--- src/rtl/ps2_host_tx.sv ---
// PS/2 host-to-device command transmitter: inhibits the bus, issues a request-to-send,
// shifts a byte plus odd parity on device clock edges and collects the device acknowledge.
// Optional macro PS2_HOST_TX_GLITCH_FILTER_EN adds an 8-sample debounce on the clock line.
module ps2_host_tx #(
  parameter int INHIBIT_CYCLES = 6500,
  parameter int TIMEOUT_CYCLES = 130000
) (
  input  logic       clk,
  input  logic       rst_n,
  input  logic       tx_valid,
  input  logic [7:0] tx_data,
  output logic       tx_ready,
  input  logic       kclk_in,
  input  logic       kdata_in,
  output logic       kclk_oe,
  output logic       kdata_oe,
  output logic       done,
  output logic       ack,
  output logic       timeout
);

  localparam int MAX_CYCLES = (INHIBIT_CYCLES > TIMEOUT_CYCLES) ? INHIBIT_CYCLES : TIMEOUT_CYCLES;
  localparam int CW = $clog2(MAX_CYCLES) + 1;
  localparam logic [CW-1:0] INH_LAST = CW'(INHIBIT_CYCLES - 1);
  localparam logic [CW-1:0] INH_END  = CW'(INHIBIT_CYCLES);
  localparam logic [CW-1:0] TO_LAST  = CW'(TIMEOUT_CYCLES - 1);

  typedef enum logic [2:0] {
    IDLE,
    INHIBIT,
    REQ,
    SHIFT,
    ACK,
    WAIT_IDLE
  } state_t;

  state_t        state_reg;
  logic [CW-1:0] cnt_reg;
  logic [3:0]    bit_cnt_reg;
  logic [7:0]    data_reg;
  logic          kclk_oe_reg;
  logic          kdata_oe_reg;
  logic          done_reg;
  logic          ack_reg;
  logic          timeout_reg;
  logic          tx_ready_reg;

  logic [1:0]    kclk_sync_reg;
  logic [1:0]    kdata_sync_reg;
  logic          kclk_prev_reg;
  logic          kclk_level;
  logic          kdata_level;
  logic          kclk_fall;

  always_ff @(posedge clk or negedge rst_n) begin
    if (!rst_n) begin
      kclk_sync_reg  <= 2'b11;
      kdata_sync_reg <= 2'b11;
    end else begin
      kclk_sync_reg  <= {kclk_sync_reg[0], kclk_in};
      kdata_sync_reg <= {kdata_sync_reg[0], kdata_in};
    end
  end

  assign kdata_level = kdata_sync_reg[1];

`ifdef PS2_HOST_TX_GLITCH_FILTER_EN
  logic       kclk_filt_reg;
  logic [2:0] filt_cnt_reg;

  // The filtered level only follows the pin after 8 consecutive differing samples.
  always_ff @(posedge clk or negedge rst_n) begin
    if (!rst_n) begin
      kclk_filt_reg <= 1'b1;
      filt_cnt_reg  <= 3'd0;
    end else if (kclk_sync_reg[1] == kclk_filt_reg) begin
      filt_cnt_reg <= 3'd0;
    end else if (filt_cnt_reg == 3'd7) begin
      kclk_filt_reg <= kclk_sync_reg[1];
      filt_cnt_reg  <= 3'd0;
    end else begin
      filt_cnt_reg <= filt_cnt_reg + 3'd1;
    end
  end

  assign kclk_level = kclk_filt_reg;
`else
  assign kclk_level = kclk_sync_reg[1];
`endif

  always_ff @(posedge clk or negedge rst_n) begin
    if (!rst_n) begin
      kclk_prev_reg <= 1'b1;
    end else begin
      kclk_prev_reg <= kclk_level;
    end
  end

  assign kclk_fall = kclk_prev_reg & ~kclk_level;

  always_ff @(posedge clk or negedge rst_n) begin
    if (!rst_n) begin
      state_reg    <= IDLE;
      cnt_reg      <= '0;
      bit_cnt_reg  <= 4'd0;
      data_reg     <= 8'h00;
      kclk_oe_reg  <= 1'b0;
      kdata_oe_reg <= 1'b0;
      done_reg     <= 1'b0;
      ack_reg      <= 1'b0;
      timeout_reg  <= 1'b0;
      tx_ready_reg <= 1'b1;
    end else begin
      done_reg    <= 1'b0;
      timeout_reg <= 1'b0;
      case (state_reg)
        IDLE: begin
          if (tx_valid) begin
            data_reg     <= tx_data;
            state_reg    <= INHIBIT;
            cnt_reg      <= '0;
            kclk_oe_reg  <= 1'b1;
            kdata_oe_reg <= 1'b0;
            tx_ready_reg <= 1'b0;
            ack_reg      <= 1'b0;
          end
        end

        // Clock held low for the inhibit time, then one cycle of start bit with clock released.
        INHIBIT: begin
          if (cnt_reg == INH_END) begin
            state_reg <= REQ;
            cnt_reg   <= '0;
          end else begin
            cnt_reg <= cnt_reg + 1'b1;
            if (cnt_reg == INH_LAST) begin
              kclk_oe_reg  <= 1'b0;
              kdata_oe_reg <= 1'b1;
            end
          end
        end

        default: begin
          // Device-clocked phases share one watchdog; a falling edge always restarts it.
          if (!kclk_fall && cnt_reg == TO_LAST && !done_reg) begin
            timeout_reg  <= 1'b1;
            state_reg    <= IDLE;
            kclk_oe_reg  <= 1'b0;
            kdata_oe_reg <= 1'b0;
            tx_ready_reg <= 1'b1;
          end else begin
            cnt_reg <= kclk_fall ? '0 : cnt_reg + 1'b1;
            case (state_reg)
              REQ: begin
                if (kclk_fall) begin
                  state_reg    <= SHIFT;
                  bit_cnt_reg  <= 4'd1;
                  kdata_oe_reg <= ~data_reg[0];
                end
              end
              SHIFT: begin
                if (kclk_fall) begin
                  if (bit_cnt_reg == 4'd9) begin
                    kdata_oe_reg <= 1'b0;
                    state_reg    <= ACK;
                  end else begin
                    bit_cnt_reg <= bit_cnt_reg + 4'd1;
                    // Odd parity bit is ~^data, so the line is pulled low when ^data is 1.
                    if (bit_cnt_reg == 4'd8) begin
                      kdata_oe_reg <= ^data_reg;
                    end else begin
                      kdata_oe_reg <= ~data_reg[bit_cnt_reg[2:0]];
                    end
                  end
                end
              end
              ACK: begin
                if (kclk_fall) begin
                  ack_reg   <= ~kdata_level;
                  state_reg <= WAIT_IDLE;
                end
              end
              WAIT_IDLE: begin
                if (done_reg) begin
                  state_reg    <= IDLE;
                  tx_ready_reg <= 1'b1;
                end else if (kclk_level && kdata_level) begin
                  done_reg <= 1'b1;
                end
              end
              default: begin
                state_reg    <= IDLE;
                kclk_oe_reg  <= 1'b0;
                kdata_oe_reg <= 1'b0;
                tx_ready_reg <= 1'b1;
              end
            endcase
          end
        end
      endcase
    end
  end

  assign tx_ready = tx_ready_reg;
  assign kclk_oe  = kclk_oe_reg;
  assign kdata_oe = kdata_oe_reg;
  assign done     = done_reg;
  assign ack      = ack_reg;
  assign timeout  = timeout_reg;

endmodule

--- config.mk ---
export PLATFORM = sky130hd
export DESIGN_NAME = ps2_host_tx
export DESIGN_NICKNAME = d
export VERILOG_FILES = /design/src/rtl/ps2_host_tx.sv
export SDC_FILE = /design/constraint.sdc
export NUM_CORES = 1
export LEC_CHECK = 0
export BUFFER_PORTS_ARGS = -buffer_cell sky130_fd_sc_hd__buf_2
export CAP_MARGIN = 0
export CORE_MARGIN = 5
export CORE_UTILIZATION = 53
export DETAILED_ROUTE_END_ITERATION = 8
export GPL_TIMING_DRIVEN = 0
export PLACE_DENSITY = 0.75
export SLEW_MARGIN = 20
export SYNTH_ARGS = -nofsm -noshare
export SYNTH_HDL_FRONTEND = slang
export SYNTH_SLANG_ARGS = --single-unit
--- constraint.sdc ---
create_clock -name clk -period 2.1 [get_ports clk]
set_clock_uncertainty 0.05 [all_clocks]
set_input_delay 0 -clock clk [delete_from_list [all_inputs] [get_ports clk]]
set_output_delay 0 -clock clk [all_outputs]
set_load 0.03 [all_outputs]
==> summary.md, run 1 <==
| Metric | Value |
|---|---|
| DRC viols | 0 |
| Adder-Cell Fraction of Synth Area | 2.66% |
| Ys async rst share | 100% |
| First-pass GRT wire length | 9100 um |
| CTS tree | built |
| N_diodes | 0 |
| WP buf/inv | 0 |
| CP max-delay cell | or4_4 |
| Failing checks | negative setup slack |
| Sw Ratio | 39.4% |
| XOR/XNOR Fraction of Synth Area | 6.33% |
| Combinational Power Share | 44.5% |
| H-tree levels | 2 |
| Startpoint types | flop |
| Die W | 76.6 um |
| NumNets Final | 306 |
| Initial core utilization | 54.4% |
| Worst slew margin | 63.0% |
| Largest net degree at the start of global routing | 45 |
| Commonest non-fill, non-tap cell in the layout | dfrtp_1 |
| LEAKAGE | 0.00123 uW |
| Final WS setup | -0.165 ns |
| Max FFs per register | 18 |
| WL final | 5400 um |
| Largest family of logic cells by synthesized area | simple AND/OR/NAND/NOR gates |
| Crit path required time | 2.23 ns |
| RSZ-0062 raised after global routing | yes |
| Full die area | 0.00587 mm^2 |
| Main flop type after synthesis | dfrtp_1 |
| Drt wl/cell | 15.8 um |
| Commonest non-fill, non-tap cells in the layout | 36 x dfrtp_1, 28 x nor2_1, 22 x nand2_1 |
| IO Port Bufs | 18 |
| Met1 Track Usage GR | 26.4% |
| Area growth, synth to finish | 24.0% |
| Worst path cell trace | ha_4 -> nand3_4 -> or4_4 -> or3_4 -> o21ai_4 -> nand2b_4 -> o21ai_1 |
| Final Cycle Share | 108% |
| Syn Nets | 260 |
| HP Class | primary input to flop |
| Synth Area in Simple Gates | 22.1% |
| Post-synth EDFFs | 0 |
| Sequential fraction of the synthesis area | 47.1% |
| Top delay family on crit path | simple AND/OR/NAND/NOR gates |
| Sum of negative setup slack | -0.996 ns |
| Critical Path Max Stage Delay | 0.57 ns |
| Worst VDD drop | 0.000668 V |
| Crit. End Element | flop |
| Clock network power share | 16.1% |
| Seq cells post-synth | 44 |
| CORE AREA | 0.00432 mm^2 |
| Tmin final | 2.26 ns |
| Total track usage | 18.9% |
| Post-synthesis mux area share | 6.70% |
| Number of cell rows | 24 |
| Post-placement cell area | 0.00253 mm^2 |
| Share of layout cells above drive strength 1 | 28.7% |
| PwrDens | 1160 mW/mm^2 |
| Number of global-route vias before repair | 1967 |
| Final number of hold-violating endpoints | 0 |
| Hpwl dp | 3630 um |
| Met3 Use GR | 3.90% |
| P_int | 2040 uW |
| Worst Tran Pin Value | 0.555 ns |
| Synth Area in Compound Gates | 12.4% |
| DR iter-0 viols | 144 |
| Part of the power in registers | 39.4% |
| Max-cap violations | 0 |
| Status | finished, violations left |
| Fmax | 0.442 GHz |
| Clk Latency, worst-skew pair | 0.29 ns |
| Root buffer cell | clkbuf_8 |
| Worst EP arrival | 2.39 ns |
| Via count | 1969 |
| GR peak layer | met2 |
| Mapped Area | 0.00235 mm^2 |
| Grt met2 use | 28.5% |
| Clock buffer depth | 2 |
| I/O pin count | 19 |
| Die height | 76.6 um |
| Distinct cells, synth | 45 |
| Clock transition at the registers of the reported paths | 0.08 ns |
| Num Clock Sinks | 44 |
| Net Sw Power | 1330 uW |
| Syn Inst Count | 242 |
| Crit Path Class | flop to flop |
| GR Overflow Total | 0 |
| Fin. max-slew vios | 0 |
| Setup violations, final | 7 |
| Synthesis Warnings | 0 |
| Maximum fanout along the worst path | 7 |
| DRT antenna net count | 0 |
| TritonRoute pass-1 iters | 4 |
| Cell area after layout | 0.00292 mm^2 |
| Initial antenna violation count | 0 |
| Vias/cell | 5.77 |
| CTS Buf Count | 5 |
| Mean post-synth cell area | 9.72 um^2 |
| GP Congestion | 0.886 |
==> worst paths after layout <==
kind / from / endpoint / slack (ns) / cells after the start
max: cnt_reg[1] / cnt_reg[0] / -0.16 / 7
max in group asynchronous: rst_n / bit_cnt_reg[1] / 1.40 / 2
min in group asynchronous: rst_n / cnt_reg[14] / 0.20 / 2
max reg2reg: cnt_reg[1] / cnt_reg[0] / -0.16 / 7
min: tx_valid / data_reg[7] / 0.07 / 3
min reg2reg: kdata_sync_reg[0] / kdata_sync_reg[1] / 0.31 / 0
==> power groups by stage <==
stage               clock [uW]  sequential (uW)  combinational (uW)
floorplan                    0             1300                1010
global placement             0             1280                1300
detailed placement           0             1300                1320
CTS                        564             1290                1430
global route               609             1360                1660
finish                     544             1330                1500
==> repair_timing <==
action                                  4_1_cts  5_1_grt
cloned                                        0        0
hold buffers                                 11        0
endpoints found under the setup margin       20       30
pin swaps                                     9       10
endpoints found under the hold margin        48        0
resized for setup                            10       21
setup buffers                                 7        6
==> synth_stat cells (2+ instances only) <==
| cell | number | area [um^2] |
|---|---|---|
| xnor2_1 | 11 | 96.3 |
| mux2_2 | 10 | 113 |
| inv_1 | 11 | 41.3 |
| or4_4 | 2 | 22.5 |
| nor4_1 | 4 | 25.0 |
| nand2_1 | 22 | 82.6 |
| mux4_2 | 2 | 45.0 |
| clkbuf_1 | 6 | 22.5 |
| a31oi_1 | 2 | 12.5 |
| o21ai_0 | 15 | 75.1 |
| nand3_1 | 8 | 40.0 |
| nor3_1 | 8 | 40.0 |
| dfrtp_1 | 38 | 951 |
| nor2_1 | 30 | 113 |
| or3_1 | 4 | 25.0 |
| ha_1 | 5 | 62.6 |
| o21ai_1 | 2 | 10.0 |
| a21oi_1 | 15 | 75.1 |
| nand4_1 | 3 | 18.8 |
| dfstp_2 | 6 | 158 |
| and3_1 | 3 | 18.8 |
| nand2b_1 | 7 | 43.8 |
| xor2_1 | 6 | 52.6 |
==> cell type report <==
cell class                 count  area (um^2)
inverter                      11         41.3
multi-input combinational    181         1290
fill                         350         1410
timing repair buffer          42          304
clock buffer                   6         82.6
sequential                    44         1110
tap                           52         65.1
clock inverter                 2         10.0
buffer                         3         16.3
==> metal layers <==
metal	vias up	part of all wire (%)
met5	-	0
met2	50	47
met3	6	4.6
met1	965	47
met4	0	1.3
li1	948	-
==> stage by stage <==
stage | power, uW | hold slack [ns] | util [%] | worst slack [ns] | cells
2_1_floorplan | 2300 | -0.346 | - | -0.124 | 242
5_1_grt | 3630 | 0.0871 | 67.4 | -0.238 | 341
4_1_cts | 3280 | 0.0504 | 65.4 | -0.190 | 337
3_5_place_dp | 2620 | 0.0568 | 58.4 | -0.282 | 312
6_report | 3370 | 0.0670 | 67.4 | -0.165 | 341
3_3_place_gp | 2580 | 0.0567 | 58.4 | -0.269 | 312
==> cells by family (layout without fill, tap and decap cells) <==
| logic type | Yosys count | in the layout |
|---|---|---|
| xor+xnor | 17 | 17 |
| mux | 12 | 12 |
| buf+inv | 17 | 64 |
| compound gates | 47 | 47 |
| flops | 44 | 44 |
| simple gates | 100 | 100 |
| fa+ha+maj | 5 | 5 |
==> worst register-to-register path: stages, from the launching register on <==
cell	delay (ns)
dfrtp_1	0.41
ha_4	0.17
nand3_4	0.08
or4_4	0.57
or3_4	0.40
o21ai_4	0.25
nand2b_4	0.18
o21ai_1	0.06
Power figures use the tool's default switching activity.
==> run 2: changes to the inputs <==
--- a/config.mk
+++ b/config.mk
@@ -11,7 +11,7 @@
 export CORE_UTILIZATION = 53
 export DETAILED_ROUTE_END_ITERATION = 8
 export GPL_TIMING_DRIVEN = 0
-export PLACE_DENSITY = 0.75
+export PLACE_DENSITY = 0.74
 export SLEW_MARGIN = 20
 export SYNTH_ARGS = -nofsm -noshare
 export SYNTH_HDL_FRONTEND = slang
==> run 2 against run 1 <==
Effect of this change: the flow still finishes with violations (negative setup slack); clock power is essentially flat; global-route usage is 0.20 points lower; power up 1.5%; critical path depth rose by 1; die area unchanged; sequential cell count unchanged; wire length down 3.7%; first-iteration DRC count decreased by 2.8%; hold slack lost 0.028 ns; clock-buffer cell count increased by 2; sequential share of layout area shrank 0.85 points.
==> summary.md, run 2 (synthesis gave the netlist of run 1 again) <==
| Metric | Value |
|---|---|
| Filler cells | 336 (was 350) |
| Final Cycle Share | 109% (was 108%) |
| Commonest non-fill, non-tap cell in the layout | dfrtp_1 (unchanged) |
| I/O pin count | 19 (unchanged) |
| Die height | 76.6 um (unchanged) |
| Hold_sp | tx_valid (unchanged) |
| GR Overflow Total | 0 (unchanged) |
| Crit path required time | 2.24 ns (was 2.23 ns) |
| WP buf/inv | 1 (was 0) |
| LEAKAGE | 0.00125 uW (was 0.00123 uW) |
| Part of the power in registers | 38.8% (was 39.4%) |
| FF-to-FF End | state_reg[0] (was cnt_reg[0]) |
| Num Clock Sinks | 44 (unchanged) |
| H-tree levels | 2 (unchanged) |
| Final WS setup | -0.187 ns (was -0.165 ns) |
| HP Class | primary input to flop (unchanged) |
| Largest net degree at the start of global routing | 45 (unchanged) |
| CP max-delay cell | or4_4 (unchanged) |
| Worst r2r src | cnt_reg[0] (was cnt_reg[1]) |
| N_diodes | 0 (unchanged) |
| CORE AREA | 0.00432 mm^2 (unchanged) |
| Share of layout cells above drive strength 1 | 29.8% (was 28.7%) |
| Hpwl dp | 3410 um (was 3630 um) |
| Sw Ratio | 38.9% (was 39.4%) |
| Die W | 76.6 um (unchanged) |
| Setup violations, final | 10 (was 7) |
| Number of global-route vias before repair | 1882 (was 1967) |
| Initial core utilization | 54.4% (unchanged) |
| CTS tree | built (unchanged) |
| Area occupied by registers | 0.00111 mm^2 (unchanged) |
| Net Sw Power | 1330 uW (about the same) |
| Crit. End Element | flop (unchanged) |
| Startpoint types | flop (unchanged) |
| Status | finished, violations left (unchanged) |
| Final number of hold-violating endpoints | 0 (unchanged) |
| WL final | 5200 um (was 5400 um) |
| Commonest non-fill, non-tap cells in the layout | 36 x dfrtp_1, 28 x nor2_1, 22 x nand2_1 (unchanged) |
| R2R cell count | 8 (was 7) |
| Worst VDD drop | 0.000683 V (was 0.000668 V) |
| Fin. max-slew vios | 0 (unchanged) |
| Full die area | 0.00587 mm^2 (unchanged) |
| Sum of negative setup slack | -1.20 ns (was -0.996 ns) |
| Post-placement cell area | 0.00253 mm^2 (unchanged) |
| Maximum fanout along the worst path | 4 (was 7) |
| Failing checks | negative setup slack (unchanged) |
| Worst slew margin | 62.2% (was 63.0%) |
| Top delay family on crit path | simple AND/OR/NAND/NOR gates (unchanged) |
| RSZ-0062 raised after global routing | yes (unchanged) |
| Cell area after layout | 0.00298 mm^2 (was 0.00292 mm^2) |
| P_int | 2090 uW (was 2040 uW) |
| TritonRoute pass-1 iters | 4 (unchanged) |
| Fmax | 0.437 GHz (was 0.442 GHz) |
| Via count | 1946 (was 1969) |
| Area growth, synth to finish | 26.8% (was 24.0%) |
| Worst path cell trace | ha_4 -> nand3_4 -> or4_4 -> buf_6 -> nor3_4 -> a21oi_2 -> o211a_1 -> mux2_4 (was ha_4 -> nand3_4 -> or4_4 -> or3_4 -> o21ai_4 -> nand2b_4 -> o21ai_1) |
| Vias/cell | 5.66 (was 5.77) |
| DRT antenna net count | 0 (unchanged) |
| Max FFs per register | 18 (unchanged) |
| PwrDens | 1150 mW/mm^2 (was 1160 mW/mm^2) |
| Worst Tran Pin Value | 0.567 ns (was 0.555 ns) |
| Combinational Power Share | 45.4% (was 44.5%) |
| Tmin final | 2.29 ns (was 2.26 ns) |
| GP Congestion | 0.857 (was 0.886) |
| Clock buffer depth | 2 (unchanged) |
| Cell count along the critical path | 8 (was 7) |
| DRC viols | 0 (unchanged) |
| Crit Path Class | flop to flop (unchanged) |
| NumNets Final | 309 (was 306) |
| Area occupied by multi-input gates | 0.00133 mm^2 (was 0.00129 mm^2) |
| Drt wl/cell | 15.1 um (was 15.8 um) |
| Critical Path Max Stage Delay | 0.56 ns (was 0.57 ns) |
| Clock network power share | 15.9% (was 16.1%) |
| Clk Latency, worst-skew pair | 0.30 ns (was 0.29 ns) |
| WHS Endpoint | data_reg[7] (unchanged) |
| Setup slack, reg-to-reg | -0.19 ns (was -0.16 ns) |
| CTS Buf Count | 5 (unchanged) |
| Worst EP arrival | 2.43 ns (was 2.39 ns) |
| DR iter-0 viols | 140 (was 144) |
| Root buffer cell | clkbuf_8 (unchanged) |
| Max-cap violations | 0 (unchanged) |
| Clock transition at the registers of the reported paths | 0.08 ns (about the same) |
| Number of cells on the worst hold path | 3 (unchanged) |
| Number of cell rows | 24 (unchanged) |
| Total track usage | 18.7% (was 18.9%) |
| IO Port Bufs | 18 (unchanged) |
| Initial antenna violation count | 0 (unchanged) |
| First-pass GRT wire length | 8930 um (was 9100 um) |
## run 2: cell types whose count changed in the layout (fill, tap and decap cells not counted), sizes merged
cell / previous run / this run
buf: 31 / 33
clkinv: 2 / 0
clkbuf: 9 / 12
## run 2: per-layer routing
layer	vias to the layer above	global-route usage, %	routed length [um]
li1	954	-	-
met1	954	26.2	2480
met2	30	27.8	2460
met3	8	4.96	175
met4	0	6.64	80
met5	-	0	0
## run 2: per-stage QoR
stage	power, uW	hold WS [ns]	utilization (%)	worst slack, ns	std cells
floorplan	2300	-0.346	-	-0.124	242
global placement	2560	0.0555	58.4	-0.264	312
detailed placement	2600	0.0563	58.4	-0.270	312
CTS	3330	0.0235	66.4	-0.170	341
global route	3680	0.0377	69.0	-0.279	344
finish	3420	0.0387	69.0	-0.187	344
## run 2: power by group through the flow
stage | sequential, uW | clock [uW] | combinational (uW)
after CTS | 1280 | 566 | 1480
after global routing | 1360 | 595 | 1730
after global placement | 1290 | 0 | 1280
final | 1330 | 544 | 1550
after floorplan | 1300 | 0 | 1010
after detailed placement | 1300 | 0 | 1300
## run 2: worst reg2reg max path, delay by kind of cell (launching register included)
family / cells / cell delay [ns]
AO/OA/AOI/OAI: 2 / 0.32
adder cells (fa/ha/maj): 1 / 0.17
buffers and inverters: 1 / 0.14
flip-flops: 1 / 0.41
multiplexers: 1 / 0.26
AND/OR/NAND/NOR: 3 / 0.84
## run 2: worst max-delay path by stage
stage	from	slack, ns	endpoint
finish	cnt_reg[0]	-0.19	state_reg[0]
CTS	cnt_reg[0]	-0.17	kdata_oe
floorplan	cnt_reg[0]	-0.12	kdata_oe
global placement	kclk_sync_reg[1]	-0.26	kdata_oe
global route	cnt_reg[0]	-0.28	state_reg[0]
detailed placement	kclk_sync_reg[1]	-0.27	kdata_oe
## run 2: what timing repair did
action	CTS	global route
hold buffers	11	0
gates resized for setup	20	16
cloned	0	0
endpoints found under the setup margin	20	30
hold endpoints to repair	48	0
buffers inserted	11	5
pin swaps	11	6
## run 2: area by class of cell
cell class                      instances  share of cell area [%]
Multi-Input combinational cell        181                    44.7
Timing Repair Buffer                   44                    10.8
Inverter                               11                    1.38
Clock buffer                            8                    3.02
Buffer                                  4                   0.629
Sequential cell                        44                    37.2
Tap cell                               52                    2.18
==> run 3: changes to the inputs <==
--- a/config.mk
+++ b/config.mk
@@ -5,13 +5,14 @@
 export SDC_FILE = /design/constraint.sdc
 export NUM_CORES = 1
 export LEC_CHECK = 0
+export ABC_CLOCK_PERIOD_IN_PS = 2100
 export BUFFER_PORTS_ARGS = -buffer_cell sky130_fd_sc_hd__buf_2
 export CAP_MARGIN = 0
 export CORE_MARGIN = 5
-export CORE_UTILIZATION = 53
+export CORE_UTILIZATION = 30
 export DETAILED_ROUTE_END_ITERATION = 8
 export GPL_TIMING_DRIVEN = 0
-export PLACE_DENSITY = 0.74
+export PLACE_DENSITY = 0.46
 export SLEW_MARGIN = 20
 export SYNTH_ARGS = -nofsm -noshare
 export SYNTH_HDL_FRONTEND = slang
==> run 3 against run 2 <==
Effect of this change: the flow still finishes with violations (negative setup slack); final cell count rose by 15%; first-iteration DRC count increased by 2.1%; non-clock buffer count did not move; hold slack better by 0.0084 ns; die area rose by 65%; register-to-register slack gained 0.07 ns; critical path type unchanged; largest cell class unchanged; highest routed layer unchanged.
==> summary.md, run 3 (synthesis gave the netlist of run 1 again) <==
| Metric | Value |
|---|---|
| Net Sw Power | 1370 uW (was 1330 uW) |
| First-pass GRT wire length | 9730 um (was 8930 um) |
| H-tree levels | 2 (unchanged) |
| HP Class | primary input to flop (unchanged) |
| Crit path required time | 2.25 ns (was 2.24 ns) |
| NumNets Final | 309 (unchanged) |
| DRC viols | 0 (unchanged) |
| Largest net degree at the start of global routing | 45 (unchanged) |
| Startpoint types | flop (unchanged) |
| R2R cell count | 6 (was 8) |
| TritonRoute pass-1 iters | 4 (unchanged) |
| P_int | 2070 uW (was 2090 uW) |
| Overall power after layout | 3430 uW (was 3420 uW) |
| Maximum fanout along the worst path | 7 (was 4) |
| Number of cells on the worst hold path | 3 (unchanged) |
| CTS Buf Count | 5 (unchanged) |
| N_diodes | 0 (unchanged) |
| I/O pin count | 19 (unchanged) |
| Full die area | 0.00971 mm^2 (was 0.00587 mm^2) |
| Clk Latency, worst-skew pair | 0.30 ns (about the same) |
| Number of global-route vias before repair | 1925 (was 1882) |
| Worst slew margin | 62.6% (was 62.2%) |
| Commonest non-fill, non-tap cell in the layout | dfrtp_1 (unchanged) |
| Area growth, synth to finish | 29.0% (was 26.8%) |
| Initial core utilization | 30.6% (was 54.4%) |
| Part of the power in registers | 38.8% (about the same) |
| Clock transition at the registers of the reported paths | 0.09 ns (was 0.08 ns) |
| Number of cell rows | 32 (was 24) |
| Initial antenna violation count | 0 (unchanged) |
| Filler cells | 797 (was 336) |
| Root buffer cell | clkbuf_8 (unchanged) |
| Tmin final | 2.22 ns (was 2.29 ns) |
| Setup violations, final | 7 (was 10) |
| Status | finished, violations left (unchanged) |
| GP Congestion | 0.799 (was 0.857) |
| Commonest non-fill, non-tap cells in the layout | 34 x dfrtp_1, 27 x nor2_1, 21 x nand2_1 (was 36 x dfrtp_1, 28 x nor2_1, 22 x nand2_1) |
| WL final | 5610 um (was 5200 um) |
| Fmax | 0.451 GHz (was 0.437 GHz) |
| Final WS setup | -0.116 ns (was -0.187 ns) |
| Worst EP arrival | 2.36 ns (was 2.43 ns) |
| GR Overflow Total | 0 (unchanged) |
| Area occupied by registers | 0.00111 mm^2 (about the same) |
| Final number of hold-violating endpoints | 0 (unchanged) |
| Max FFs per register | 18 (unchanged) |
| RSZ-0062 raised after global routing | yes (unchanged) |
| Failing checks | negative setup slack (unchanged) |
| DR iter-0 viols | 143 (was 140) |
| Fin. max-slew vios | 0 (unchanged) |
| Hpwl dp | 3890 um (was 3410 um) |
| Area occupied by multi-input gates | 0.00132 mm^2 (was 0.00133 mm^2) |
| Worst Tran Pin Value | 0.561 ns (was 0.567 ns) |
| CORE AREA | 0.00769 mm^2 (was 0.00432 mm^2) |
| Die height | 98.6 um (was 76.6 um) |
| Total track usage | 12.4% (was 18.7%) |
| Clock network power share | 16.5% (was 15.9%) |
| LEAKAGE | 0.00125 uW (about the same) |
| Vias/cell | 4.87 (was 5.66) |
| Via count | 1920 (was 1946) |
| Combinational Power Share | 44.6% (was 45.4%) |
| Share of layout cells above drive strength 1 | 29.8% (unchanged) |
| Drt wl/cell | 14.2 um (was 15.1 um) |
| Hold WS | 0.0471 ns (was 0.0387 ns) |
| Crit. End Element | flop (unchanged) |
| Sw Ratio | 39.8% (was 38.9%) |
| Die W | 98.6 um (was 76.6 um) |
| IO Port Bufs | 18 (unchanged) |
| Clock buffer depth | 2 (unchanged) |
| Worst VDD drop | 0.000727 V (was 0.000683 V) |
| Post-placement cell area | 0.00259 mm^2 (was 0.00253 mm^2) |
| Final Cycle Share | 106% (was 109%) |
| Crit Path Class | flop to flop (unchanged) |
| Max-cap violations | 0 (unchanged) |
| PwrDens | 1130 mW/mm^2 (was 1150 mW/mm^2) |
| CTS tree | built (unchanged) |
| Sum of negative setup slack | -0.674 ns (was -1.20 ns) |
| Num Clock Sinks | 44 (unchanged) |
| Cell area after layout | 0.00303 mm^2 (was 0.00298 mm^2) |
| DRT antenna net count | 0 (unchanged) |
[run 3: cell types whose count changed in the layout (fill, tap and decap cells not counted), moves of 2 or more]
| cell | before | now |
|---|---|---|
| clkbuf_1 | 5 | 3 |
| dfrtp_2 | 2 | 4 |
| nor4_2 | 2 | 0 |
| o21ai_1 | 4 | 6 |
| buf_4 | 14 | 16 |
| dfrtp_1 | 36 | 34 |
| a21oi_4 | 0 | 2 |
| a21oi_2 | 4 | 2 |
[run 3: metrics by stage]
stage	worst slack [ns]	utilization (%)	instances
after floorplan	-0.124	-	242
after global placement	-0.327	33.7	362
after detailed placement	-0.336	33.7	362
after CTS	-0.204	38.1	387
after global routing	-0.196	39.5	394
final	-0.116	39.5	394
[run 3: metal layers]
layer / wire length (um) / global-route usage, % / up-vias / part of all wire (%)
met2: 2430 / 18.3 / 36 / 43
met4: 109 / 4.62 / 0 / 1.9
met3: 188 / 2.26 / 6 / 3.4
li1: - / - / 952 / -
met5: 0 / 0 / - / 0
met1: 2880 / 18.0 / 926 / 51
[run 3: layout make-up]
class                   instances  area share [%]
plain buffers                   4           0.660
multi-input cells             181            43.5
well taps                     102            4.21
clock inverters                 1           0.247
flip-flops and latches         44            36.7
clock buffers                   7            2.85
inverters                      11            1.36
repair buffers                 44            10.5
[run 3: power by group through the flow]
stage / registers [uW] / logic (uW) / clock network [uW]
2_1_floorplan: 1300 / 1010 / 0
5_1_grt: 1370 / 1720 / 625
3_5_place_dp: 1310 / 1330 / 0
6_report: 1330 / 1530 / 568
3_3_place_gp: 1300 / 1320 / 0
4_1_cts: 1320 / 1480 / 598
[run 3: critical path: stages, from the launching register on]
cell       delay, ns
dfrtp_2         0.45
nand4bb_1       0.25
or4_4           0.49
or3_4           0.40
o21ai_4         0.24
nand2b_4        0.18
o21ai_1         0.05
[run 3: timing repair]
| item | 4_1_cts | 5_1_grt |
|---|---|---|
| setup endpoints to repair | 21 | 21 |
| buffers inserted | 8 | 7 |
| hold buffers | 11 | 0 |
| resized for setup | 22 | 18 |
| endpoints found under the hold margin | 48 | 0 |
| pin swaps | 11 | 14 |
[run 3: final timing paths]
kind | from | endpoint | slack, ns
setup reg to reg | cnt_reg[10] | cnt_reg[1] | -0.12
hold / removal | tx_valid | data_reg[7] | 0.05
max in group asynchronous | rst_n | bit_cnt_reg[1] | 1.40
setup / recovery | cnt_reg[10] | cnt_reg[1] | -0.12
min in group asynchronous | rst_n | cnt_reg[11] | 0.18
hold reg to reg | kdata_sync_reg[0] | kdata_sync_reg[1] | 0.31
